File: src/rtl/mem_test_pkg.sv
// Shared types and pattern generator for the dual-port BRAM March tester.
package mem_test_pkg;

  typedef enum logic [2:0] {
    IDLE, W0, RW1_RD, RW1_WR, RW2_RD, RW2_WR, R3, DONE
  } state_t;

  typedef enum logic [1:0] {
    MODE_SOLID   = 2'd0,
    MODE_CHECKER = 2'd1,
    MODE_ADDR    = 2'd2,
    MODE_RSVD    = 2'd3
  } mode_t;

  localparam int unsigned MAX_DW = 64;
  localparam int unsigned MAX_AW = 32;

  // Callers truncate the wide result to their own DATA_WIDTH.
  function automatic logic [MAX_DW-1:0] pattern(input logic [MAX_AW-1:0] addr,
                                                input mode_t mode,
                                                input logic invert);
    logic [MAX_DW-1:0] p;
    case (mode)
      MODE_CHECKER: p = addr[0] ? {(MAX_DW/2){2'b10}} : {(MAX_DW/2){2'b01}};
      MODE_ADDR:    p = MAX_DW'(addr);
      default:      p = '0;
    endcase
    return invert ? ~p : p;
  endfunction

endpackage

File: src/rtl/mem_test_checker.sv
// Compare stage: saturating mismatch counter and first-failure address capture.
module mem_test_checker
  import mem_test_pkg::*;
#(
  parameter int unsigned DATA_WIDTH = 16,
  parameter int unsigned ADDR_WIDTH = 8,
  parameter int unsigned ERR_WIDTH  = 16
) (
  input  logic                  clk,
  input  logic                  rst,
  input  logic                  clear,
  input  logic                  valid,
  input  logic [DATA_WIDTH-1:0] actual,
  input  logic [DATA_WIDTH-1:0] expected,
  input  logic [ADDR_WIDTH-1:0] addr,
  output logic                  mismatch,
  output logic [ERR_WIDTH-1:0]  errorCount,
  output logic [ADDR_WIDTH-1:0] firstFailAddr
);

  assign mismatch = valid && (actual != expected);

  // The counter never wraps back to zero, so zero marks "no mismatch yet".
  always_ff @(posedge clk) begin
    if (!rst) begin
      errorCount    <= '0;
      firstFailAddr <= '0;
    end else if (clear) begin
      errorCount    <= '0;
      firstFailAddr <= '0;
    end else if (mismatch) begin
      if (errorCount != '1) errorCount <= errorCount + ERR_WIDTH'(1);
      if (errorCount == '0) firstFailAddr <= addr;
    end
  end

endmodule

File: src/rtl/mem_march_tester.sv
// March test sequencer driving both ports of a true dual-port BRAM.
module mem_march_tester
  import mem_test_pkg::*;
#(
  parameter int unsigned DATA_WIDTH = 16,
  parameter int unsigned ADDR_WIDTH = 8,
  parameter int unsigned ERR_WIDTH  = 16
) (
  input  logic                  clk,
  input  logic                  rst,
  input  logic                  start,
  input  logic [1:0]            mode,
  output logic [ADDR_WIDTH-1:0] addressA,
  output logic [ADDR_WIDTH-1:0] addressB,
  output logic [DATA_WIDTH-1:0] dataInA,
  output logic [DATA_WIDTH-1:0] dataInB,
  output logic                  weA,
  output logic                  weB,
  input  logic [DATA_WIDTH-1:0] dataOutA,
  input  logic [DATA_WIDTH-1:0] dataOutB,
  output logic                  busy,
  output logic                  done,
  output logic                  pass,
  output logic [ERR_WIDTH-1:0]  errorCount,
  output logic [ADDR_WIDTH-1:0] firstFailAddr
);

  localparam logic [ADDR_WIDTH-1:0] LAST = '1;

  state_t                state;
  mode_t                 mode_q;
  logic [ADDR_WIDTH-1:0] cnt;
  logic                  drain;
  logic                  accept;
  logic                  cmp_valid;
  logic                  cmp_inv;
  logic [ADDR_WIDTH-1:0] cmp_addr;
  logic [DATA_WIDTH-1:0] cmp_actual;
  logic [DATA_WIDTH-1:0] cmp_expected;
  logic [DATA_WIDTH-1:0] wr_data;
  logic                  mismatch;

  assign accept = (state == IDLE) && start;
  assign busy   = (state != IDLE) && (state != DONE);
  assign done   = (state == DONE);

  always_comb begin
    cmp_valid  = 1'b0;
    cmp_inv    = 1'b0;
    cmp_addr   = cnt;
    cmp_actual = dataOutB;
    case (state)
      RW1_WR: cmp_valid = 1'b1;
      RW2_WR: begin
        cmp_valid = 1'b1;
        cmp_inv   = 1'b1;
      end
      R3: begin
        // Pipelined read: data arriving now belongs to the previous address.
        cmp_valid  = drain || (cnt != '0);
        cmp_addr   = drain ? cnt : cnt - ADDR_WIDTH'(1);
        cmp_actual = dataOutA;
      end
      default: ;
    endcase
    cmp_expected = DATA_WIDTH'(pattern(MAX_AW'(cmp_addr), mode_q, cmp_inv));
    wr_data      = DATA_WIDTH'(pattern(MAX_AW'(cnt), mode_q, state == RW1_WR));
  end

  // The idle port points at ~cnt so it never collides with the active address.
  always_comb begin
    addressA = '0;
    addressB = '0;
    dataInA  = '0;
    dataInB  = '0;
    weA      = 1'b0;
    weB      = 1'b0;
    case (state)
      W0, RW1_WR, RW2_WR: begin
        addressA = cnt;
        addressB = ~cnt;
        dataInA  = wr_data;
        weA      = 1'b1;
      end
      RW1_RD, RW2_RD: begin
        addressA = ~cnt;
        addressB = cnt;
      end
      R3: begin
        addressA = cnt;
        addressB = ~cnt;
      end
      default: ;
    endcase
  end

  always_ff @(posedge clk) begin
    if (!rst) begin
      state  <= IDLE;
      mode_q <= MODE_SOLID;
      cnt    <= '0;
      drain  <= 1'b0;
      pass   <= 1'b0;
    end else begin
      case (state)
        IDLE: if (start) begin
          mode_q <= mode_t'(mode);
          pass   <= 1'b0;
          cnt    <= '0;
          state  <= W0;
        end
        W0: begin
          if (cnt == LAST) begin
            cnt   <= '0;
            state <= RW1_RD;
          end else begin
            cnt <= cnt + ADDR_WIDTH'(1);
          end
        end
        RW1_RD: state <= RW1_WR;
        RW1_WR: begin
          if (cnt == LAST) begin
            state <= RW2_RD;
          end else begin
            cnt   <= cnt + ADDR_WIDTH'(1);
            state <= RW1_RD;
          end
        end
        RW2_RD: state <= RW2_WR;
        RW2_WR: begin
          if (cnt == '0) begin
            state <= R3;
          end else begin
            cnt   <= cnt - ADDR_WIDTH'(1);
            state <= RW2_RD;
          end
        end
        R3: begin
          if (drain) begin
            drain <= 1'b0;
            // Fold in the drain-cycle compare, which lands on this same edge.
            pass  <= (errorCount == '0) && !mismatch;
            state <= DONE;
          end else if (cnt == LAST) begin
            drain <= 1'b1;
          end else begin
            cnt <= cnt + ADDR_WIDTH'(1);
          end
        end
        DONE: begin
          cnt   <= '0;
          state <= IDLE;
        end
        default: state <= IDLE;
      endcase
    end
  end

  mem_test_checker #(
    .DATA_WIDTH(DATA_WIDTH),
    .ADDR_WIDTH(ADDR_WIDTH),
    .ERR_WIDTH (ERR_WIDTH)
  ) u_checker (
    .clk          (clk),
    .rst          (rst),
    .clear        (accept),
    .valid        (cmp_valid),
    .actual       (cmp_actual),
    .expected     (cmp_expected),
    .addr         (cmp_addr),
    .mismatch     (mismatch),
    .errorCount   (errorCount),
    .firstFailAddr(firstFailAddr)
  );

endmodule

File: config.mk
export PLATFORM = sky130hd
export DESIGN_NAME = mem_march_tester
export DESIGN_NICKNAME = d
export VERILOG_FILES = /design/src/rtl/mem_test_pkg.sv /design/src/rtl/mem_test_checker.sv /design/src/rtl/mem_march_tester.sv
export SDC_FILE = /design/constraint.sdc
export NUM_CORES = 1
export LEC_CHECK = 0
export BUFFER_PORTS_ARGS = -buffer_cell sky130_fd_sc_hd__buf_2
export CAP_MARGIN = 20
export CORE_ASPECT_RATIO = 0.9
export CORE_UTILIZATION = 41
export DETAILED_ROUTE_END_ITERATION = 8
export PLACE_DENSITY = 0.76
export RECOVER_POWER = 25
export SYNTH_ARGS = -nofsm -noshare
export SYNTH_HDL_FRONTEND = slang
export SYNTH_SLANG_ARGS = --single-unit
export TNS_END_PERCENT = 5
File: constraint.sdc
create_clock -name clk -period 3.5 [get_ports clk]
set_clock_uncertainty 0.05 [all_clocks]
set_input_delay 0.35 -clock clk [delete_from_list [all_inputs] [get_ports clk]]
set_output_delay 0.35 -clock clk [all_outputs]
set_load 0.05 [all_outputs]
Yosys cells after proc, flatten, opt, wreduce, memory -nomap -nowiden
Index checks and enable logic that the tools add are counted.
{"block": "word_totals", "register_bits": 39}
{"block": "classes", "add_sub_neg": 3, "bitwise": 4, "n_reduce_logical": 24, "eq_ne": 18, "mux": 32}
{"operator": "$mux 16", "count": 6}
{"operator": "$pmux 16 s2", "count": 2}
{"operator": "$mux 8", "count": 7}
{"operator": "$pmux 8 s6", "count": 1}
{"operator": "$not 16->16", "count": 2}
{"operator": "$pmux 8 s2", "count": 2}
{"operator": "$pmux 3 s8", "count": 1}
{"operator": "$add 16x1->16 const B", "count": 1}
{"operator": "$logic_not 16->1", "count": 1}
{"operator": "$ne 16x16->1", "count": 1}
{"operator": "$ne 16x16->1 const B", "count": 1}
{"operator": "$eq 3x3->1 const B", "count": 4}
{"operator": "$mux 3", "count": 4}
{"operator": "$ne 2x2->1 const B", "count": 5}
{"operator": "$add 8x1->8 const B", "count": 1}
{"operator": "$eq 8x8->1 const B", "count": 1}
{"operator": "$logic_not 8->1", "count": 1}
{"operator": "$not 8->8", "count": 1}
{"operator": "$reduce_bool 8->1", "count": 1}
{"operator": "$sub 8x1->8 const B", "count": 1}
{"operator": "$eq 3x2->1 const B", "count": 2}
{"operator": "$mux 1", "count": 6}
{"operator": "$reduce_and 2->1", "count": 3}
{"operator": "$reduce_and 3->1", "count": 2}
{"operator": "other kinds (18)", "count": 24}

Longest topological paths before layout
Gate-level depths: netlist of run 1.
{"block": "depth", "depth_word": 13, "depth_mapped": 14}

Hierarchy
A second synthesis of run 1 with hierarchy kept.
{"block": "hier_totals", "cells_unflattened": 546, "hier_area_um2": 3875.0}
{"module": "mem_march_tester", "cells_each": 366, "n_inst": 1, "area_per_inst_um2": 2419.8}
{"module": "mem_test_checker", "cells_each": 180, "n_inst": 1, "area_per_inst_um2": 1455.1}

Worst setup path after synthesis of run 1
OpenSTA, ideal clock, no wires.
{"block": "synth_timing", "path_kind": "reg-to-output", "start": "reg state[0]", "end": "out addressB[3]", "slack_ns": 0.099, "path_stages_with_launch": 10, "arrival_ns": 3.001, "n_path_buf": 5, "cell_sequence": "dfxtp_1 -> buf_2 -> buf_1 -> clkbuf_1 -> and2_1 -> nand2b_1 -> clkbuf_1 -> clkbuf_1 -> nor2_1 -> a21oi_1"}
{"block": "synth_between", "elab_chain_cells": 3, "elab_cells_between_ends": 9, "cone_classes": "eq/ne (6); mux (1); reduce/logical (2)"}
{"element": "start: declaration", "line": "mem_march_tester.sv:30", "source": "state_t state;"}
{"element": "start signal: assignment", "line": "mem_march_tester.sv:99", "source": "state <= IDLE;"}
{"element": "start signal: assignment", "line": "mem_march_tester.sv:110", "source": "state <= W0;"}
{"element": "start signal: assignment", "line": "mem_march_tester.sv:115", "source": "state <= RW1_RD;"}
{"element": "$eq 3x2->1, or another cell as far along", "line": "mem_march_tester.sv:78", "source": "case (state)"}
{"element": "$reduce_or 4->1 (no line) or $reduce_or 2->1 (tied branches)"}
{"element": "$pmux 8 s2 *", "line": "mem_march_tester.sv:78"}
{"element": "end: declaration", "line": "mem_march_tester.sv:14", "source": "output logic [ADDR_WIDTH-1:0] addressB,"}
Mark *: on every way between the ends. The rest lies on a longest branch, timed or not.

Worst setup path in the final report of run 1
{"block": "layout_timing", "start": "reg cnt[1]", "end": "reg u_checker.firstFailAddr[7]"}
{"block": "layout_between", "elab_chain_cells": 9, "elab_cells_between_ends": 12, "cone_classes": "add/sub (1); eq/ne (1); mux (5); bitwise (1); reduce/logical (4)"}
{"element": "start: declaration", "line": "mem_march_tester.sv:32", "source": "logic [ADDR_WIDTH-1:0] cnt;"}
{"element": "start signal: assignment", "line": "mem_march_tester.sv:117", "source": "cnt <= cnt + ADDR_WIDTH'(1);"}
{"element": "start signal: assignment", "line": "mem_march_tester.sv:125", "source": "cnt <= cnt + ADDR_WIDTH'(1);"}
{"element": "start signal: assignment", "line": "mem_march_tester.sv:134", "source": "cnt <= cnt - ADDR_WIDTH'(1);"}
{"element": "$sub 8x1->8", "line": "mem_march_tester.sv:61", "source": "cmp_addr = drain ? cnt : cnt - ADDR_WIDTH'(1);"}
{"element": "$mux 8", "line": "mem_march_tester.sv:61"}
{"element": "$mux 8", "line": "mem_march_tester.sv:52", "source": "case (state)"}
{"element": "$pmux 16 s2", "line": "mem_test_pkg.sv:23", "source": "case (mode)"}
{"element": "$not 16->16", "line": "mem_test_pkg.sv:28", "source": "return invert ? ~p : p;"}
{"element": "$mux 16", "line": "mem_test_pkg.sv:28"}
{"element": "$ne 16x16->1", "line": "mem_test_checker.sv:21", "source": "assign mismatch = valid && (actual != expected);"}
{"element": "$logic_and 1x1->1", "line": "mem_test_checker.sv:21"}
{"element": "$reduce_and 2->1 (no line)"}
{"element": "end signal: assignment", "line": "mem_test_checker.sv:33", "source": "if (errorCount == '0) firstFailAddr <= addr;"}
{"element": "end: declaration", "line": "mem_test_checker.sv:18", "source": "output logic [ADDR_WIDTH-1:0] firstFailAddr"}
Several ways; a longest one is shown, not always the timed one.
A chain may end at the register's enable or synchronous reset.

==> results of run 1 <==
## path summary, 6_finish.rpt
kind | slack, ps | endpoint | startpoint | depth (start not counted)
setup / recovery | 250 | u_checker.firstFailAddr[7] | cnt[1] | 12
hold / removal | 260 | mode_q[1] | mode[1] | 3
setup reg to reg | 250 | u_checker.firstFailAddr[7] | cnt[1] | 12
hold reg to reg | 420 | u_checker.firstFailAddr[6] | u_checker.firstFailAddr[6] | 2
## metrics by stage
stage | setup WS, ps | hold slack, ps | instance area (µm²)
finish | 247 | 257 | 4470
global route | 58.3 | 279 | 4470
CTS | 237 | 257 | 4490
detailed placement | 269 | 401 | 4410
global placement | 330 | 399 | 4410
floorplan | 98.8 | 428 | 3990
## sequential cells by signal, summed over array words and instances, names as in the netlist
signal,count
u_checker.firstFailAddr,8
mode_q,2
drain,1
cnt,8
state,3
pass,1
u_checker.errorCount,16
## critical path: stages (launching register included)
cell and delay (ps):
dfxtp_1 320, inv_1 90, ha_1 210, or3b_4 430
or3_4 350, a21oi_2 210, xor2_1 170, nor3_1 80
o32ai_2 180, and3b_1 230, buf_12 170, or3_4 460
o31ai_1 220
## area by class of cell
type	count	area, µm²	area share (%)
sequential	39	781	17.5
timing repair buffer	117	621	13.9
inverter	16	60.1	1.34
clock inverter	2	12.5	0.280
clock buffer	6	72.6	1.62
multi-input combinational	453	2770	62.0
tap	122	153	3.42
## power by group through the flow
stage	clock (W)	combinational, W	sequential, W
global route	0.000335	0.000288	0.000450
detailed placement	0	0.000265	0.000460
floorplan	0	0.000216	0.000457
CTS	0.000317	0.000266	0.000449
finish	0.000309	0.000268	0.000450
global placement	0	0.000261	0.000460
## routing by layer
layer,global-route usage [%],up-vias,wire [µm]
met5,0,-,0
met4,5.63,0,143
met3,2.55,16,946
met2,40.2,193,5290
met1,29.7,2012,4910
li1,-,2138,-
## cell families (layout without fill, tap and decap cells)
| family | Yosys count | count (layout) | synth area share, % |
|---|---|---|---|
| other | 1 | 17 | 0.0953 |
| multiplexers | 27 | 27 | 7.19 |
| AO/OA/AOI/OAI | 142 | 142 | 23.3 |
| adder cells (fa/ha/maj) | 7 | 7 | 2.23 |
| AND/OR/NAND/NOR | 249 | 249 | 33.2 |
| XOR/XNOR | 11 | 11 | 2.64 |
| buffers and inverters | 86 | 141 | 11.5 |
| flip-flops | 39 | 39 | 19.8 |
## timing repair
action	4_1_cts	5_1_grt
setup endpoints to repair	0	2
gates resized for setup	0	1
buffers inserted	0	0
hold buffers	0	0
## cell usage in the layout (no fill, tap or decap), types with 19 or more instances in the layout
| cell type | synthesis | layout |
|---|---|---|
| buf_2 | 13 | 72 |
| nand2_1 | 71 | 71 |
| a21oi_1 | 47 | 47 |
| nor2_1 | 43 | 43 |
| dfxtp_1 | 39 | 39 |
| o21ai_0 | 29 | 29 |
| mux2i_1 | 26 | 26 |
| clkbuf_1 | 29 | 25 |
| buf_4 | 24 | 20 |
| nor3_1 | 19 | 19 |
==> flow_summary.toml, run 1 <==
[run_status]
status = "complete, no violations"

[synth]
synth.cells.most_frequent = "nand2_1, a21oi_1, nor2_1"
ys_seq_area_share_pct = 19.8
synth_cells = 562
synth_area_leaders = "dfxtp_1, nand2_1, mux2i_1, a21oi_1, buf_4"
syn_area_um2 = 3930
yosysTopAreaCell = "dfxtp_1"
synth_enable_flop_cells = 0
synth_cell_types = 63
ys_warn_count = 0
ys_seq_elements = 39
synthFlopType = "dfxtp_1"
synth.avg_cell_area_um2 = 7.00
synth_top_area_share_pct = 19.8
synth.most_common_cell = "nand2_1"
async_flop_share_pct = 0

[floorplan]
die_w_um = 105
dieHeight_um = 94.9
start_util_pct = 42.7
io_pins = 114
rows = 33
core_region_area_um2 = 9210
dieArea_um2 = 9990

[cts]
cts_buffers = 5
clock_latency_ps = 300
cts_tree = "built"
cts_sinks = 39
clkTransAtPathRegs_ps = 80
cts_buffer_depth = 2
htreeDepth = 2
clockRootBuffer = "clkbuf_8"

[timing]
final_hold_viol_count = 0
final.setup.tns_ps = 0
timing.final.crit_share_pct = 92.9
setup_viol = 0
rsz0062_at_grt = "false"
relSlewSlack_pct = 33.6
slew_viol_final = 0
max_slew.worst_pin.slew_ps = 982
timing.fmax_ghz = 0.307
layout_min_cycle_time_ps = 3250

[worst_setup_path]
cp.arrival_ps = 3420
path_class = "register to register"
start_kind = "register"
crit_path_max_fanout = 35
cp.required_ps = 3660
endpoint_kind = "register"

[grt]
grt_antenna_before_repair = 0
track_usage_pct = 22.8
grt_max_degree = 36
grt_pass1_vias = 3895
grt.overflow.total = 0
grt_pass1_wl_um = 18700

[finish]
nFillCells = 957
area_growth_pct = 13.5
nNetsFinal = 676
post-route-util_pct = 48.5
antenna_cells = 0
stdcell_count = 755
drive_gt1_share_pct = 18.8

[placement]
io_buffers = 96
placedCellCount = 747
gp_congestion = 0.926
dpl.hpwl_um = 8390

[power_and_ir_drop]
fin_total_pwr_w = 0.00103
power_density_nw_per_um2 = 230
p_leak_nw = 1.80
power.share.combinational_pct = 26.1
sw_frac_of_total_pct = 35.7
power_switching_w = 0.000366
cell_internal_pwr_w = 0.000660
seqPwrFrac_pct = 43.8
p_clk_share_pct = 30.1
peakVddDrop_mv = 0.126

[routing]
routed_wl_um = 11300
postRouteAntennaNets = 0
via_per_inst = 5.77
drc = 0
drt_iter0_markers = 362
first_pass_iters = 4
wl_per_cell_um = 15.0
via_count = 4359

[run]
cap_violations = 0

[min_path]
hold_path.class = "primary input to register"
(Power assumes the default switching activity.)
==> run 2: changes to the inputs <==
--- a/config.mk
+++ b/config.mk
@@ -6,12 +6,12 @@
 export NUM_CORES = 1
 export LEC_CHECK = 0
 export BUFFER_PORTS_ARGS = -buffer_cell sky130_fd_sc_hd__buf_2
-export CAP_MARGIN = 20
 export CORE_ASPECT_RATIO = 0.9
-export CORE_UTILIZATION = 41
+export CORE_UTILIZATION = 48
 export DETAILED_ROUTE_END_ITERATION = 8
-export PLACE_DENSITY = 0.76
+export PLACE_DENSITY = 0.86
 export RECOVER_POWER = 25
+export SKIP_CTS_REPAIR_TIMING = 1
 export SYNTH_ARGS = -nofsm -noshare
 export SYNTH_HDL_FRONTEND = slang
 export SYNTH_SLANG_ARGS = --single-unit
==> run 2 against run 1 <==
Against the previous run: routed wire length shrank 1.4%; critical endpoint is now u_checker.firstFailAddr[3]; maximum frequency shrank 1.8%; largest cell class unchanged; sequential share of layout area grew 0.19 points; global-route usage grew 3.3 points; critical path type unchanged; cell count shrank 3.7%; register-to-register slack lost 60 ps.
==> flow_summary.toml, run 2 (synthesis gave the netlist of run 1 again) <==
[cts]
clock_latency_ps = 310
clkTransAtPathRegs_ps = 90
cts_sinks = 39
cts_buffer_depth = 2
cts_buffers = 5
cts_tree = "built"
htreeDepth = 2
clockRootBuffer = "clkbuf_8"

[floorplan]
dieHeight_um = 87.9
rows = 30
die_w_um = 97.4
start_util_pct = 50.9
io_pins = 114
dieArea_um2 = 8560
core_region_area_um2 = 7730

[timing]
setup_ws_ps = 187
final_hold_viol_count = 0
relSlewSlack_pct = 40.9
slew_viol_final = 0
timing.fmax_ghz = 0.302
final.setup.tns_ps = 0
whs_ps = 264
setup_viol = 0
rsz0062_at_grt = "false"
max_slew.worst_pin.slew_ps = 877
layout_min_cycle_time_ps = 3310
timing.final.crit_share_pct = 94.7

[power_and_ir_drop]
peakVddDrop_mv = 0.127
power_density_nw_per_um2 = 234
p_leak_nw = 1.79
fin_total_pwr_w = 0.00103

[worst_setup_path]
crit_path_max_fanout = 35
path_class = "register to register"
cp.required_ps = 3650
start_kind = "register"
endpoint_kind = "register"
worst_path_dominant_cell_family = "simple AND/OR/NAND/NOR gates"
critPathMaxStageDelay_ps = 580
path_cells = "buf_4 -> or4_1 -> nor3_1 -> xor2_1 -> a22oi_2 -> o32ai_2 -> nor4_1 -> and3b_1 -> buf_12 -> or3_4 -> o31ai_1"
cp.arrival_ps = 3460
critPathSlowestCell = "or4_1"
crit_buf_inv = 2

[finish]
most-common-layout-cells = "buf_2, nand2_1, a21oi_1, nor2_1, dfxtp_1"
final_common_cell = "buf_2"
top_regs = "u_checker.errorCount: 16 flops, cnt: 8 flops, u_checker.firstFailAddr: 8 flops"
final_area_um2 = 4420
drive_gt1_share_pct = 18.5
max_flop_register = "u_checker.errorCount"
multi_input_area_um2 = 2770
nFillCells = 754
nNetsFinal = 674
largest_reg_flops = 16
area_growth_pct = 12.3
seq_area_um2 = 781
antenna_cells = 0

[grt]
track_usage_pct = 26.1
grt.overflow.total = 0
grt_pass1_vias = 3885
grt_pass1_wl_um = 18600
grt_max_degree = 36
grt_antenna_before_repair = 0

[routing]
routed_wl_um = 11100
first_pass_iters = 5
drc = 0
wl_per_cell_um = 15.3
via_per_inst = 6.03
drt_iter0_markers = 247
via_count = 4385
postRouteAntennaNets = 0

[run]
cap_violations = 0

[placement]
io_buffers = 96
place_area_um2 = 4360
dpl.hpwl_um = 8210
gp_congestion = 0.974
pre_cts_slack_ps = 204

[min_path]
hold_path.class = "primary input to register"

[run_status]
status = "complete, no violations"
## run 2: cell types whose count changed in the layout (fill, tap and decap cells not counted), sizes merged
cell	before	now
buf	93	91
## run 2: area by class of cell
| class | instances | share of cell area, % |
|---|---|---|
| clock buffers | 6 | 1.64 |
| clock inverters | 2 | 0.283 |
| inverters | 16 | 1.36 |
| multi-input cells | 453 | 62.6 |
| flip-flops and latches | 39 | 17.7 |
| well taps | 96 | 2.72 |
| repair buffers | 115 | 13.7 |
## run 2: final timing paths
kind,startpoint,to,slack (ps),cells after the start
setup reg to reg,cnt[1],u_checker.firstFailAddr[3],190,11
setup / recovery,cnt[1],u_checker.firstFailAddr[3],190,11
hold reg to reg,u_checker.firstFailAddr[5],u_checker.firstFailAddr[5],420,2
hold / removal,mode[0],mode_q[0],260,3
## run 2: metal layers
metal	GRT usage, %	wire, µm	vias up
met5	0	0	-
met4	7.22	162	0
met3	3.83	845	21
met2	46.7	5290	200
met1	32.9	4830	2034
li1	-	-	2130
## run 2: worst reg2reg max path: stages (launching register included)
cell and delay [ps]:
dfxtp_1 310, buf_4 170, or4_1 580, nor3_1 200, xor2_1 290, a22oi_2 110
o32ai_2 280, nor4_1 100, and3b_1 220, buf_12 170, or3_4 470, o31ai_1 270
## run 2: power breakdown
group | switching, W | internal, W | leakage, nW
logic | 0.000194 | 0.0000746 | 1.43
registers | 0.00000363 | 0.000446 | 0.315
clock network | 0.000176 | 0.000140 | 0.0412
total | 0.000373 | 0.000660 | 1.79
## run 2: through the flow
stage / std cells / util (%)
global placement: 719 / 56.4
floorplan: 578 / -
global route: 727 / 57.1
CTS: 727 / 57.5
detailed placement: 719 / 56.4
finish: 727 / 57.1
